File: src/rtl/phy_rx_serpar_align.sv
// N-lane serial-to-parallel receiver: per-lane comma hunt, word lock after BC_COUNT aligned commas, parallel word strobe.
// Optional feature macro: RX_RESYNC_EN (misaligned comma while ACTIVE drops lock and re-synchronises).
module phy_rx_serpar_align #(
  parameter int               NUM_LANES = 2,
  parameter int               WIDTH     = 8,
  parameter logic [WIDTH-1:0] COMMA     = 8'hBC,
  parameter int               BC_COUNT  = 4
) (
  input  logic                          clk_32f,
  input  logic                          reset,
  input  logic [NUM_LANES-1:0]          ser_in,
  output logic [NUM_LANES*WIDTH-1:0]    data_out,
  output logic [NUM_LANES-1:0]          valid_out,
  output logic [NUM_LANES-1:0]          active,
  output logic                          active_all
);

  localparam int CNT_W = $clog2(WIDTH);
  localparam int CC_W  = $clog2(BC_COUNT + 1);
  localparam logic [CNT_W-1:0] LAST_BIT = CNT_W'(WIDTH - 1);
  localparam logic [CC_W-1:0]  CC_FULL  = CC_W'(BC_COUNT);

  typedef enum logic [1:0] {
    S_SEARCH = 2'd0,
    S_SYNC   = 2'd1,
    S_ACTIVE = 2'd2
  } state_t;

  // Comma counter saturates at BC_COUNT so it never wraps while locked.
  function automatic logic [CC_W-1:0] cc_inc(input logic [CC_W-1:0] c);
    if (c == CC_FULL) return c;
    else              return c + CC_W'(1);
  endfunction

  for (genvar g = 0; g < NUM_LANES; g++) begin : g_lane
    state_t             state_q, state_d;
    logic [WIDTH-2:0]   sr_q, sr_d;
    logic [WIDTH-1:0]   cand;
    logic [CNT_W-1:0]   bit_cnt_q, bit_cnt_d;
    logic [CC_W-1:0]    comma_cnt_q, comma_cnt_d, cc_next;
    logic [WIDTH-1:0]   data_q, data_d;
    logic               valid_q, valid_d;
    logic               active_q, active_d;
    logic               boundary, is_comma;

    assign cand     = {sr_q, ser_in[g]};
    assign is_comma = (cand == COMMA);
    assign boundary = (bit_cnt_q == LAST_BIT);
    assign cc_next  = cc_inc(comma_cnt_q);

    always_comb begin
      state_d     = state_q;
      sr_d        = cand[WIDTH-2:0];
      bit_cnt_d   = boundary ? '0 : bit_cnt_q + CNT_W'(1);
      comma_cnt_d = comma_cnt_q;
      data_d      = data_q;
      valid_d     = 1'b0;
      active_d    = active_q;
      unique case (state_q)
        S_SEARCH: begin
          // Bit counter is meaningless until a comma fixes the word phase.
          bit_cnt_d = '0;
          if (is_comma) begin
            comma_cnt_d = CC_W'(1);
            if (BC_COUNT == 1) begin
              state_d  = S_ACTIVE;
              active_d = 1'b1;
            end else begin
              state_d = S_SYNC;
            end
          end
        end
        S_SYNC: begin
          if (boundary) begin
            if (is_comma) begin
              comma_cnt_d = cc_next;
              if (cc_next == CC_FULL) begin
                state_d  = S_ACTIVE;
                active_d = 1'b1;
              end
            end else begin
              comma_cnt_d = '0;
              state_d     = S_SEARCH;
            end
          end
        end
        S_ACTIVE: begin
          if (boundary && !is_comma) begin
            data_d  = cand;
            valid_d = 1'b1;
          end
`ifdef RX_RESYNC_EN
          else if (!boundary && is_comma) begin
            active_d    = 1'b0;
            bit_cnt_d   = '0;
            comma_cnt_d = CC_W'(1);
            state_d     = S_SYNC;
          end
`endif
        end
        default: begin
          state_d  = S_SEARCH;
          active_d = 1'b0;
        end
      endcase
    end

    always_ff @(posedge clk_32f) begin
      if (reset) begin
        state_q     <= S_SEARCH;
        sr_q        <= '0;
        bit_cnt_q   <= '0;
        comma_cnt_q <= '0;
        data_q      <= '0;
        valid_q     <= 1'b0;
        active_q    <= 1'b0;
      end else begin
        state_q     <= state_d;
        sr_q        <= sr_d;
        bit_cnt_q   <= bit_cnt_d;
        comma_cnt_q <= comma_cnt_d;
        data_q      <= data_d;
        valid_q     <= valid_d;
        active_q    <= active_d;
      end
    end

    assign data_out[g*WIDTH +: WIDTH] = data_q;
    assign valid_out[g]               = valid_q;
    assign active[g]                  = active_q;
  end

  assign active_all = &active;

endmodule
File: config.mk
export PLATFORM = sky130hd
export DESIGN_NAME = phy_rx_serpar_align
export DESIGN_NICKNAME = d
export VERILOG_FILES = /design/src/rtl/phy_rx_serpar_align.sv
export SDC_FILE = /design/constraint.sdc
export NUM_CORES = 1
export LEC_CHECK = 0
export CORE_ASPECT_RATIO = 1.5
export CORE_MARGIN = 10
export CORE_UTILIZATION = 50
export DETAILED_ROUTE_END_ITERATION = 16
export GPL_TIMING_DRIVEN = 0
export HOLD_SLACK_MARGIN = 0.12
export PLACE_DENSITY = 0.73
export SLEW_MARGIN = 10
export SYNTH_ARGS = -nofsm -noshare
export SYNTH_HDL_FRONTEND = slang
export SYNTH_SLANG_ARGS = --single-unit
File: constraint.sdc
create_clock -name clk_32f -period 1.9 [get_ports clk_32f]
set_input_delay 0.285 -clock clk_32f [delete_from_list [all_inputs] [get_ports clk_32f]]
set_output_delay 0.285 -clock clk_32f [all_outputs]
set_load 0.01 [all_outputs]
==> results of run 1 <==
[synth_stat cells (4+ instances only)]
cell and instances:
nor3_1 4, mux2i_1 14, clkbuf_1 8, buf_4 4, a21oi_1 9, nor2b_1 17
nand3_1 6, dfxtp_1 50, inv_1 7, o21ai_0 4, nand2_1 7, nor2_1 22
and2_1 6, nand3b_1 4, ha_1 8
[timing repair]
item	CTS	global route
setup buffers	4	2
resized for setup	2	1
setup endpoints to repair	2	16
pin swaps	1	1
[stage by stage]
| stage | instance area, sq um | hold WS, ns |
|---|---|---|
| after global routing | 2470 | 0.423 |
| after CTS | 2450 | 0.394 |
| after floorplan | 2040 | 0.408 |
| final | 2470 | 0.393 |
| after global placement | 2320 | 0.423 |
| after detailed placement | 2320 | 0.424 |
[power groups by stage]
stage / Clock [mW] / Combinational, mW / Sequential, mW
final: 0.628 / 0.0314 / 1.06
after global placement: 0 / 0.0328 / 1.08
after CTS: 0.640 / 0.0325 / 1.06
after floorplan: 0 / 0.0202 / 1.08
after detailed placement: 0 / 0.0328 / 1.08
after global routing: 0.682 / 0.0359 / 1.06
[registers in the layout (all words and copies together) (netlist names)]
| register | cells |
|---|---|
| g_lane.data_q | 16 |
| g_lane.sr_q | 14 |
| g_lane.comma_cnt_q | 6 |
| g_lane.valid_q | 2 |
| g_lane.bit_cnt_q | 6 |
| g_lane.state_q | 4 |
| g_lane.active_q | 2 |
[layout make-up]
class	count	area share (%)
flip-flops and latches	50	40.6
clock buffers	7	3.50
plain buffers	13	2.69
inverters	7	1.06
clock inverters	1	0.203
multi-input cells	135	38.5
repair buffers	29	11.2
well taps	45	2.28
[layer usage]
metal / wire, microns / vias up / track usage, %
met2: 1860 / 29 / 17.4
met4: 55 / 0 / 5.38
met3: 251 / 5 / 4.56
met1: 1660 / 710 / 12.6
met5: 0 / - / 0
li1: - / 784 / -
[worst reg2reg max path, cell delays in order (launching register included)]
cell and delay [ns]:
dfxtp_2 0.37, inv_1 0.08, ha_2 0.22, or3b_1 0.39, a311oi_2 0.37, a41oi_1 0.19, a211oi_2 0.16
[worst paths after layout]
kind,startpoint,end,slack (ns),cells after the start
max,g_lane[1].comma_cnt_q[0],g_lane[1].active_q,0.07,6
min,reset,g_lane[0].sr_q[3],0.39,2
max reg2reg,g_lane[1].comma_cnt_q[0],g_lane[1].active_q,0.07,6
min reg2reg,g_lane[1].bit_cnt_q[0],g_lane[1].bit_cnt_q[0],0.43,1
[kinds of logic after synthesis]
group / Yosys count
mux: 14
fa+ha+maj: 8
buf+inv: 21
compound gates: 34
simple gates: 79
flops: 50
==> metrics.yaml, run 1 <==
clock_tree:
  clkSinkCount: 50
  tritoncts: "yes"
  htreeDepth: 2
  clk_latency_ns: 0.30
  cts_inserted_buffers: 5
  clk_path_buf_depth: 2
  cts_root_buf: "clkbuf_8"
  hold_buffers: 0
  path_clk_slew_ns: 0.08
detailed_routing:
  postRouteWirelength_microns: 3830
  vias: 1528
  avgViaCountPerCell: 5.32
  wl_per_cell_microns: 13.4
  drc: 0
  ant_nets: 0
  dr.pass1.iters: 4
  drt_iter0_drc: 45
yosys:
  syn-cell-area_sq_um: 2040
  avgSynthCellArea_sq_um: 9.89
  yosys_warnings: 0
  synth_top_family_by_area: "simple AND/OR/NAND/NOR gates"
  ys_seq_area_share_pct: 49.1
  synthArstFlopShare_pct: 0
  ys_ff_latch: 50
  synthSimpleGateAreaFrac_pct: 21.5
  yosysTopAreaCell: "dfxtp_1"
  synth_xor_area_share_pct: 0
  muxShareOfSynthArea_pct: 6.88
  yosys.area_share.adder_pct: 4.91
  synth_edf_count: 0
  synthTopCellsByArea: "dfxtp_1, mux2i_1, nor2b_1"
  synth_compound_area_share_pct: 12.8
  synth_nets: 218
  yosys_most_used_dff: "dfxtp_1"
  netlist-cell-type-count: 40
  yosysTopAreaCellShare_pct: 49.1
  synthCells: 206
worst_setup_path:
  arrival_ns: 2.06
  crit_fanout: 6
  cpPeakStageDelay_ns: 0.39
  cp.buffers_inverters: 1
  crit_required_ns: 2.13
  crit_type: "flip-flop to flip-flop"
  path_cells: "inv_1 > ha_2 > or3b_1 > a311oi_2 > a41oi_1 > a211oi_2"
  crit_family: "compound AO/OA/AOI/OAI gates"
  cp-start-kind: "flip-flop"
  cp-end-kind: "flip-flop"
  crit_slowest_cell: "or3b_1"
pwr:
  clkPwrFrac_pct: 36.6
  finalPower_mw: 1.72
  switching_share_pct: 20.9
  netSwitchingPower_uw: 358
  leakage_nw: 0.922
  power_frac_seq_pct: 61.6
  power_frac_comb_pct: 1.8
  internal-power_mw: 1.36
  power.ir.vdd_worst_mv: 0.591
  p_per_area_nw_per_um2: 696
timing:
  timing.fmax_mhz: 546
  post-route-period-util_pct: 96.4
  rsz0062_at_grt: "yes"
  drv_slew: 0
  slew_headroom_pct: 68.7
  setup_violations: 0
  hold_viol_final: 0
  finalCriticalPeriod_ns: 1.83
  worst_pin_slew_ns: 0.470
  setup_tns_ns: 0
  setup_ws_ns: 0.0690
  fin_worst_skew_ns: 0.00342
job:
  cap_violations: 0
hold_path:
  holdCritPathClass: "primary input to flip-flop"
final_layout:
  multi_input_area_sq_um: 951
  layout_common_cells: "dfxtp_1, clkdlybuf4s50_1, nor2_1, nor2b_1, mux2i_1"
  nets: 253
  final_util_pct: 62.4
  seq_area_sq_um: 1000
  antennaDiodeCount: 0
  drive_gt1_share_pct: 12.4
  nFillCells: 347
  fin_cells: 287
  mostFrequentLayoutCell: "dfxtp_1"
  syn2layout_area_growth_pct: 21.1
placed_design:
  portBuffers: 23
  gp_congestion: 0.821
  place_inst: 274
  dp_worst_setup_slack_ns: -0.108
  dpl.hpwl_microns: 2840
grt:
  grt_usage_pct: 11.1
  grt_pass1_vias: 1447
  grt-ovfl-total: 0
  antenna_found_initial: 0
  grt_max_degree: 15
  grt_pass1_wl_microns: 6540
floorplanning:
  core.rowCount: 28
  num_io_pins: 25
  die_x_microns: 72.1
  core_sq_um: 3960
  start_util_pct: 51.5
  design.die.area_sq_um: 7080
  die_y_microns: 98.2
outcome:
  outcome: "finished, final reports clean"
(Power assumes the default switching activity.)
==> inputs of run 2 (changes only) <==
--- a/config.mk
+++ b/config.mk
@@ -6,12 +6,14 @@
 export NUM_CORES = 1
 export LEC_CHECK = 0
 export CORE_ASPECT_RATIO = 1.5
-export CORE_MARGIN = 10
+export CORE_MARGIN = 2
 export CORE_UTILIZATION = 50
+export CTS_CLUSTER_DIAMETER = 100
 export DETAILED_ROUTE_END_ITERATION = 16
 export GPL_TIMING_DRIVEN = 0
 export HOLD_SLACK_MARGIN = 0.12
 export PLACE_DENSITY = 0.73
+export SKIP_CTS_REPAIR_TIMING = 1
 export SLEW_MARGIN = 10
 export SYNTH_ARGS = -nofsm -noshare
 export SYNTH_HDL_FRONTEND = slang
==> metrics.yaml, run 2 (synthesis gave the netlist of run 1 again) <==
outcome:
  outcome: "finished, final reports clean"
clock_tree:
  cts_inserted_buffers: 5  # unchanged
  path_clk_slew_ns: 0.08  # about the same
  clkSinkCount: 50  # unchanged
  clk_latency_ns: 0.30  # about the same
  clk_path_buf_depth: 2  # unchanged
  tritoncts: "yes"
  htreeDepth: 2  # unchanged
  cts_root_buf: "clkbuf_8"
worst_setup_path:
  crit_family: "compound AO/OA/AOI/OAI gates"
  rr_worst_depth: 6  # unchanged
  crit_slowest_cell: "or3b_4"
  cpPeakStageDelay_ns: 0.41  # +0.02 ns
  arrival_ns: 2.05  # about the same
  cp-start-kind: "flip-flop"
  cp-end-kind: "flip-flop"
  crit_type: "flip-flop to flip-flop"
  path_cells: "inv_1 > ha_2 > or3b_4 > a311oi_4 > a41oi_2 > a211oi_2"
  path_depth: 6  # unchanged
  crit_fanout: 6  # unchanged
  cp.buffers_inverters: 1  # unchanged
  crit_required_ns: 2.12  # about the same
pwr:
  power.ir.vdd_worst_mv: 0.600  # +1.5%
  leakage_nw: 0.900  # -2.4%
  p_per_area_nw_per_um2: 694  # -0.24%
grt:
  grt_usage_pct: 16.7  # +5.5 points
  antenna_found_initial: 0  # unchanged
  grt_pass1_vias: 1342  # -7.3%
  grt_max_degree: 15  # unchanged
  grt-ovfl-total: 0  # unchanged
  grt_pass1_wl_microns: 6090  # -7.0%
floorplanning:
  die_y_microns: 82.2  # -16%
  core_sq_um: 3920  # -0.89%
  core.rowCount: 28  # unchanged
  start_util_pct: 51.9  # +0.46 points
  die_x_microns: 56.1  # -22%
  num_io_pins: 25  # unchanged
  design.die.area_sq_um: 4610  # -35%
placed_design:
  dpl.hpwl_microns: 2580  # -9.4%
  dp_worst_setup_slack_ns: -0.0865  # +0.0210 ns
  portBuffers: 23  # unchanged
  placed_area_sq_um: 2320  # unchanged
  gp_congestion: 0.800  # -2.5%
hold_path:
  hold_depth: 2  # unchanged
  holdCritPathClass: "primary input to flip-flop"
final_layout:
  mostFrequentLayoutCell: "dfxtp_1"
  drive_gt1_share_pct: 11.4  # -1.0 points
  layout_common_cells: "dfxtp_1, clkdlybuf4s50_1, nor2_1, nor2b_1, mux2i_1"
  largestRegisters: "g_lane.data_q x16, g_lane.sr_q x14"
  fin_area_sq_um: 2470  # about the same
  top_register: "g_lane.data_q"
  largest_reg_flops: 16  # unchanged
  syn2layout_area_growth_pct: 21.1  # about the same
  nets: 248  # -2.0%
  antennaDiodeCount: 0  # unchanged
detailed_routing:
  drt_iter0_drc: 21  # -53%
  drc: 0  # unchanged
  dr.pass1.iters: 4  # unchanged
  wl_per_cell_microns: 12.9  # -3.7%
  ant_nets: 0  # unchanged
  postRouteWirelength_microns: 3630  # -5.4%
  avgViaCountPerCell: 5.32  # about the same
  vias: 1501  # -1.8%
timing:
  drv_slew: 0  # unchanged
  hold_viol_final: 0  # unchanged
  rsz0062_at_grt: "no"
  post-route-period-util_pct: 96.0  # -0.34 points
  setup_ws_ns: 0.0754  # +0.00643 ns
  fin_worst_skew_ns: 0.00569  # +0.00227 ns
  setup_violations: 0  # unchanged
  finalCriticalPeriod_ns: 1.82  # -0.00643 ns
  timing.fmax_mhz: 548  # +0.35%
  slew_headroom_pct: 64.5  # -4.2 points
  worst_pin_slew_ns: 0.533  # +0.0633 ns
job:
  cap_violations: 0  # unchanged
[run 2: where the power goes]
group	switching [mW]	internal, mW	leakage (nW)
combinational	0.0212	0.0113	0.447
sequential	0.00429	1.05	0.405
clock	0.329	0.294	0.0482
total	0.355	1.36	0.900
[run 2: path summary, 6_finish.rpt]
| path | to | startpoint | slack [ns] |
|---|---|---|---|
| max | g_lane[1].active_q | g_lane[1].comma_cnt_q[0] | 0.08 |
| min reg2reg | g_lane[1].bit_cnt_q[0] | g_lane[1].bit_cnt_q[0] | 0.45 |
| max reg2reg | g_lane[1].active_q | g_lane[1].comma_cnt_q[0] | 0.08 |
| min | g_lane[0].sr_q[4] | reset | 0.39 |
[run 2: layer usage]
| metal | wire [microns] | track usage (%) |
|---|---|---|
| met1 | 1720 | 21.0 |
| met2 | 1730 | 28.2 |
| met3 | 124 | 3.74 |
| met4 | 51 | 5.71 |
| met5 | 0 | 0 |
[run 2: worst register-to-register path, delay by kind of cell, from the launching register on]
kind | cells | cell delay (ns)
AND/OR/NAND/NOR | 1 | 0.41
flip-flops | 1 | 0.37
buffers and inverters | 1 | 0.07
adder cells (fa/ha/maj) | 1 | 0.22
AO/OA/AOI/OAI | 3 | 0.68
[run 2: per-stage QoR]
stage	util, %	power, mW	hold WS [ns]	TNS (ns)	instances
6_report	62.9	1.71	0.395	0	282
5_1_grt	62.9	1.78	0.441	0	282
4_1_cts	61.6	1.73	0.403	-0.0264	282
3_5_place_dp	59.2	1.12	0.428	-0.499	274
3_3_place_gp	59.2	1.12	0.424	-0.454	274
2_1_floorplan	-	1.10	0.408	0	206
[run 2: final cells by class]
class	instances	area (sq um)
Fill cell	351	1460
Clock inverter	1	5.00
Sequential cell	50	1000
Clock buffer	7	86.3
Timing Repair Buffer	24	250
Tap cell	45	56.3
Buffer	13	66.3
Inverter	7	26.3
Multi-Input combinational cell	135	972
